===== src/rtl/instr_fetch_cache.sv =====
// instr_fetch_cache: fetch stage with a small fully-associative, round-robin instruction cache
module instr_fetch_cache #(
    parameter int PROGRAM_MEM_ADDR_BITS = 8,
    parameter int PROGRAM_MEM_DATA_BITS = 16,
    parameter int CACHE_ENTRIES = 4
) (
    input  logic                             clk,
    input  logic                             reset,
    input  logic [2:0]                       core_state,
    input  logic [PROGRAM_MEM_ADDR_BITS-1:0] current_pc,
    input  logic                             flush,
    output logic                             mem_read_valid,
    output logic [PROGRAM_MEM_ADDR_BITS-1:0] mem_read_address,
    input  logic                             mem_read_ready,
    input  logic [PROGRAM_MEM_DATA_BITS-1:0] mem_read_data,
    output logic [2:0]                       fetcher_state,
    output logic [PROGRAM_MEM_DATA_BITS-1:0] instruction,
    output logic [7:0]                       hit_count,
    output logic [7:0]                       miss_count
);
    localparam int VW = $clog2(CACHE_ENTRIES);
    localparam logic [2:0] IDLE = 3'b000, FETCHING = 3'b001, FETCHED = 3'b010;
    localparam logic [2:0] FETCH = 3'b001, DECODE = 3'b010;

    logic [2:0] state, next_state;
    logic [CACHE_ENTRIES-1:0] valid, hit_vec;
    logic [PROGRAM_MEM_ADDR_BITS-1:0] tag [CACHE_ENTRIES];
    logic [PROGRAM_MEM_DATA_BITS-1:0] word [CACHE_ENTRIES];
    logic [PROGRAM_MEM_DATA_BITS-1:0] hit_word;
    logic [VW-1:0] vptr, victim;
    logic lookup, hit, fill;

    // Scanning downward leaves victim on the lowest invalid entry, or vptr when all are valid.
    always_comb begin
        hit_vec = '0;
        hit_word = '0;
        victim = vptr;
        for (int i = CACHE_ENTRIES - 1; i >= 0; i--) begin
            hit_vec[i] = valid[i] && tag[i] == current_pc;
            hit_word = hit_word | (hit_vec[i] ? word[i] : '0);
            victim = valid[i] ? victim : VW'(i);
        end
    end

    always_comb begin
        lookup = state == IDLE && core_state == FETCH;
        hit = |hit_vec;
        fill = state == FETCHING && mem_read_ready;
    end

    always_ff @(posedge clk)
        state <= !reset ? IDLE : next_state;

    always_comb
        next_state = state == IDLE     ? (lookup ? (hit ? FETCHED : FETCHING) : IDLE) :
                     state == FETCHING ? (mem_read_ready ? FETCHED : FETCHING) :
                     state == FETCHED  ? (core_state == DECODE ? IDLE : FETCHED) : IDLE;

    always_comb
        fetcher_state = state;

    always_ff @(posedge clk) begin
        if (!reset) begin
            mem_read_valid <= 1'b0;
            mem_read_address <= '0;
            instruction <= '0;
            hit_count <= '0;
            miss_count <= '0;
            valid <= '0;
            vptr <= '0;
        end else begin
            if (lookup && hit) begin
                instruction <= hit_word;
                hit_count <= hit_count + 8'(hit_count != 8'hFF);
            end
            if (lookup && !hit) begin
                mem_read_valid <= 1'b1;
                mem_read_address <= current_pc;
                miss_count <= miss_count + 8'(miss_count != 8'hFF);
            end
            if (fill) begin
                mem_read_valid <= 1'b0;
                instruction <= mem_read_data;
            end
            // A concurrent flush wins: the returned word is delivered but not cached.
            if (fill && !flush) begin
                valid[victim] <= 1'b1;
                tag[victim] <= mem_read_address;
                word[victim] <= mem_read_data;
                vptr <= &valid ? vptr + VW'(1) : vptr;
            end
            if (flush) begin
                valid <= '0;
                vptr <= '0;
            end
        end
    end
endmodule


===== config.mk =====
export PLATFORM = sky130hd
export DESIGN_NAME = instr_fetch_cache
export DESIGN_NICKNAME = d
export VERILOG_FILES = /design/src/rtl/instr_fetch_cache.sv
export SDC_FILE = /design/constraint.sdc
export NUM_CORES = 1
export LEC_CHECK = 0
export ABC_AREA = 1
export BUFFER_PORTS_ARGS = -buffer_cell sky130_fd_sc_hd__clkbuf_2
export CORE_MARGIN = 2
export CORE_UTILIZATION = 58
export DETAILED_ROUTE_END_ITERATION = 12
export GPL_TIMING_DRIVEN = 0
export PLACE_DENSITY_LB_ADDON = 0.12
export SETUP_SLACK_MARGIN = 0.05
export SLEW_MARGIN = 20
export SYNTH_ARGS = -nofsm -noshare
export SYNTH_HDL_FRONTEND = slang
export SYNTH_SLANG_ARGS = --single-unit

===== constraint.sdc =====
create_clock -name clk -period 4.41 [get_ports clk]
set_input_delay 0.2205 -clock clk [delete_from_list [all_inputs] [get_ports clk]]
set_output_delay 0.2205 -clock clk [all_outputs]
set_load 0.01 [all_outputs]

==> metrics list <==
- Die boundary width: 109 microns
- For the final database, setup skew stands at 9.36 ps.
* Ant diodes: 0
* FF-to-FF path depth: 9
* WP data required: 4650 ps
* Number of register bits inferred by synthesis: 145
* Final GP Congestion: 0.900
* Final setup violation count: 0
- In this run, the number of DRC markers left after iteration 0 of detailed routing was 411.
- In the finished design, the share of the clock period the worst path needs comes to 0.694.
- FMAX: 327 MHz
- Final Critical Period: 3060 ps
- In this run the cell area of the synthesized design comes to 6430 sq um.
- Top fanout value on the critical path: 13
* Post-Layout Inst Area: 7840 sq um
- Setup repair after global routing missed its margin: no
* Syn avg cell area: 8.91 sq um
* Die Area: 12000 sq um
* Cells along the critical path: inv_2 > nand2_1 > nor2_1 > clkinv_1 > clkbuf_1 > nor2_1 > nand2_1 > nor2_4 > buf_16
* Residual overflow from global routing: 0
- Fraction of layout instances using a drive strength above 1: 0.172
* Remaining antenna violation count after routing: 0
* CTS Sinks: 145
- Summed over all cells, the static leakage comes to 3.35 nW.
- Across the VDD grid, the largest voltage drop is 305 uV.
- H-Tree Depth: 4
- Standard-cell rows: 38
- The core region is 10800 sq um.
- Hold violation count in the final report: 0
* Wire length of the first global-routing pass: 24900 microns
- Combinational power share: 0.045
- The run finished with clean final reports.
* Residual DRC: 0
- Summed over all nets, the half-perimeter wirelength after detailed placement is 11000 microns.
* R2r setup slk: 1350 ps
* Beginning of the worst hold path: current_pc[3]
* Count of placed standard cells in the final layout, fillers left out: 990
* Net switching power: 0.000617 W
- Counting distinct cell types in the post-synthesis netlist gives 31.
* Startpoint of the worst-slack reg-to-reg timing path: fetcher_state[1]
- Fraction of power consumed by the clock network: 0.449
* Post-detailed-placement cell area: 7110 sq um
- Count of placed standard cells including taps: 939
- Across all hold checks on the routed design, the worst slack comes to 31.5 ps.
- For this block, the routed nets add up to 15800 microns of wire.
- Area added between synthesis and finish: 21.9%
- Total routing usage reported by global routing: 0.281
* Antenna violations before repair: 0
- Final routed wire length divided by cell count: 16.0 microns
- TritonCTS clock tree: built
- TritonCTS Buffers: 17
- Post-synthesis net count: 757
- Capture point of the critical path: word[1][7]
- Timing analysis after detailed placement gives a worst setup slack of 1350 ps.
- Kind of path behind the tightest hold check: input pin to flop
* Sum of negative setup slack: 0 ps
- During I/O placement, the number of pins put on the boundary was 75.
* Vias in the first global route: 5070
- CP max-delay cell: sky130_fd_sc_hd__nor2_1
- No sink is reached through more buffers than the 2 on the longest clock path.
- Synthesis produced 722 cells.
* Master cell of the clock root buffer: sky130_fd_sc_hd__clkbuf_8
- Clock-pin slew was measured on the worst setup and hold paths at 60 ps.
- In this run the post-CTS setup repair buffer count came out at 0.
* Power per unit of standard cell area: 368 nW/um^2
- CP Class: flop to flop
* Worst Hold Path Cells: 3
- Pins Over Slew Limit: 0
- Max-cap check violation count: 0
- The later pin in the worst-skew pair is clocked with a latency of 530 ps.
- In this run the tool buffered the top-level ports with 73 buffer cells.
- Actual slew at the worst max-slew pin: 1040 ps
- Arrival time of data at the critical path endpoint: 3290 ps
- CP Launch Type: flop
- Worst r2r dst: word[1][7]
* Maximum number of pins on one net before global-route repair: 18
- Switching share of power: 0.214
- The first TritonRoute pass finished after 5 iterations.
- At the end of the flow, the number of nets in the layout was 872.
- Starting utilization of the core area: 0.593
* Final setup slack of the worst path: 1350 ps
- In the routed layout, each cell is associated on average with a via count of 5.34.
- Internal power contribution: 0.00227 W
* Worst-case headroom to the max-slew limit: 0.302
- Vias after detailed routing: 5287
* Largest stage delay on the critical path: 500 ps
- Crit end category: flop
- Start point of the critical path: fetcher_state[1]
* Die extent in y: 109 microns
* Share of total power in sequential cells: 0.506
- Yosys printed 0 warnings.
- The share of the Yosys chip area taken by registers is 0.601.
==> registers in the layout, indices dropped and copies added, names as in the netlist <==
name and flops:
hit_count 8, vptr 2, mem_read_valid 1, fetcher_state 2, valid 4, mem_read_address 8
instruction 16, tag 32, word 64, miss_count 8
==> cell usage after synthesis <==
master / number / area, sq um
sky130_fd_sc_hd__a21oi_1: 36 / 180
sky130_fd_sc_hd__and3_1: 1 / 6.26
sky130_fd_sc_hd__buf_2: 5 / 25.0
sky130_fd_sc_hd__buf_4: 3 / 22.5
sky130_fd_sc_hd__buf_6: 2 / 22.5
sky130_fd_sc_hd__clkbuf_1: 9 / 33.8
sky130_fd_sc_hd__clkinv_1: 1 / 3.75
sky130_fd_sc_hd__conb_1: 1 / 3.75
sky130_fd_sc_hd__dfxtp_1: 49 / 981
sky130_fd_sc_hd__edfxtp_1: 96 / 2880
sky130_fd_sc_hd__ha_1: 4 / 50.1
sky130_fd_sc_hd__inv_1: 56 / 210
sky130_fd_sc_hd__inv_2: 11 / 41.3
sky130_fd_sc_hd__inv_4: 1 / 6.26
sky130_fd_sc_hd__nand2_1: 204 / 766
sky130_fd_sc_hd__nand2_4: 3 / 33.8
sky130_fd_sc_hd__nand2_8: 1 / 20.0
sky130_fd_sc_hd__nand3_1: 77 / 385
sky130_fd_sc_hd__nand3_2: 1 / 10.0
sky130_fd_sc_hd__nand4_1: 9 / 56.3
sky130_fd_sc_hd__nor2_1: 108 / 405
sky130_fd_sc_hd__nor2_2: 4 / 25.0
sky130_fd_sc_hd__nor2_4: 1 / 11.3
sky130_fd_sc_hd__nor3_1: 6 / 30.0
sky130_fd_sc_hd__nor3_2: 1 / 10.0
sky130_fd_sc_hd__nor3b_1: 1 / 7.51
sky130_fd_sc_hd__o21ai_0: 8 / 40.0
sky130_fd_sc_hd__o21ai_1: 8 / 40.0
sky130_fd_sc_hd__or2_2: 3 / 18.8
sky130_fd_sc_hd__xnor2_1: 5 / 43.8
sky130_fd_sc_hd__xor2_1: 7 / 61.3
==> final cells by class <==
class	count	area (sq um)
well taps	140	175
inverters	69	262
clock buffers	21	449
multi-input cells	489	2230
fillers	826	3000
plain buffers	19	104
flip-flops and latches	145	3860
clock inverters	11	88.8
repair buffers	96	666
==> layout by cell type, fill, tap and decap left out, types with 2 or more instances in the layout <==
master,n
sky130_fd_sc_hd__nand2_1,204
sky130_fd_sc_hd__nor2_1,104
sky130_fd_sc_hd__edfxtp_1,96
sky130_fd_sc_hd__nand3_1,77
sky130_fd_sc_hd__clkbuf_2,73
sky130_fd_sc_hd__inv_1,56
sky130_fd_sc_hd__dfxtp_1,49
sky130_fd_sc_hd__a21oi_1,36
sky130_fd_sc_hd__dlygate4sd3_1,19
sky130_fd_sc_hd__clkbuf_16,16
sky130_fd_sc_hd__inv_2,11
sky130_fd_sc_hd__clkbuf_1,11
sky130_fd_sc_hd__nand4_1,9
sky130_fd_sc_hd__o21ai_1,8
sky130_fd_sc_hd__o21ai_0,8
sky130_fd_sc_hd__xor2_1,7
sky130_fd_sc_hd__nor3_1,6
sky130_fd_sc_hd__nor2_4,5
sky130_fd_sc_hd__xnor2_1,5
sky130_fd_sc_hd__buf_2,5
sky130_fd_sc_hd__clkinv_2,5
sky130_fd_sc_hd__nor2_2,4
sky130_fd_sc_hd__ha_1,4
sky130_fd_sc_hd__clkinvlp_4,4
sky130_fd_sc_hd__buf_16,4
sky130_fd_sc_hd__nand2_4,3
sky130_fd_sc_hd__buf_4,3
sky130_fd_sc_hd__or2_2,3
sky130_fd_sc_hd__clkbuf_8,3
sky130_fd_sc_hd__clkinv_1,2
sky130_fd_sc_hd__buf_6,2
==> worst min-delay path by stage <==
stage               slack, ps                   to
floorplan                 320           word[0][0]
global placement          440       mem_read_valid
detailed placement        460           word[2][2]
CTS                        10  mem_read_address[5]
global route               40  mem_read_address[5]
finish                     30  mem_read_address[3]
==> cell families (layout without fill, tap and decap cells) <==
| group | count (synthesis) | in the layout | synth area share |
|---|---|---|---|
| and+or+nand+nor | 420 | 420 | 0.278 |
| adders and majority gates | 4 | 4 | 0.00778 |
| xor gates and xnor gates | 12 | 12 | 0.0163 |
| other | 1 | 1 | 0.000583 |
| DFF | 145 | 145 | 0.601 |
| buffers and inverters | 88 | 216 | 0.0568 |
| AOI/OAI and AO/OA | 52 | 52 | 0.0405 |
==> what timing repair did <==
action                                  CTS  global route
hold buffers                             19             0
hold endpoints to repair                 68             0
gates resized for setup                   0             0
endpoints found under the setup margin    0             0
==> power groups by stage <==
| stage | combinational [W] | sequential, W | clock (W) |
|---|---|---|---|
| CTS | 0.000130 | 0.00146 | 0.00131 |
| finish | 0.000131 | 0.00146 | 0.00130 |
| global placement | 0.000112 | 0.00149 | 0 |
| detailed placement | 0.000115 | 0.00149 | 0 |
| floorplan | 0.0000566 | 0.00149 | 0 |
| global route | 0.000145 | 0.00146 | 0.00138 |
==> per-layer routing <==
| layer | routed length [microns] | GRT usage | up-vias |
|---|---|---|---|
| met5 | 0 | 0 | - |
| met4 | 271 | 0.107 | 0 |
| met3 | 1050 | 0.0616 | 25 |
| met2 | 7850 | 0.469 | 207 |
| met1 | 6630 | 0.362 | 2463 |
| li1 | - | - | 2592 |
==> metrics by stage <==
stage | total power, W | util
after floorplan | 0.00155 | -
after global placement | 0.00160 | 0.643
after detailed placement | 0.00160 | 0.656
after CTS | 0.00290 | 0.723
after global routing | 0.00298 | 0.723
final | 0.00289 | 0.723
==> critical path, delay by kind of cell, from the launching register on <==
family / cells / cell delay (ps)
and+or+nand+nor: 5 / 1350
buffers and inverters: 4 / 1080
DFF: 1 / 330
Note: power is estimated with default switching activity, not from simulation.
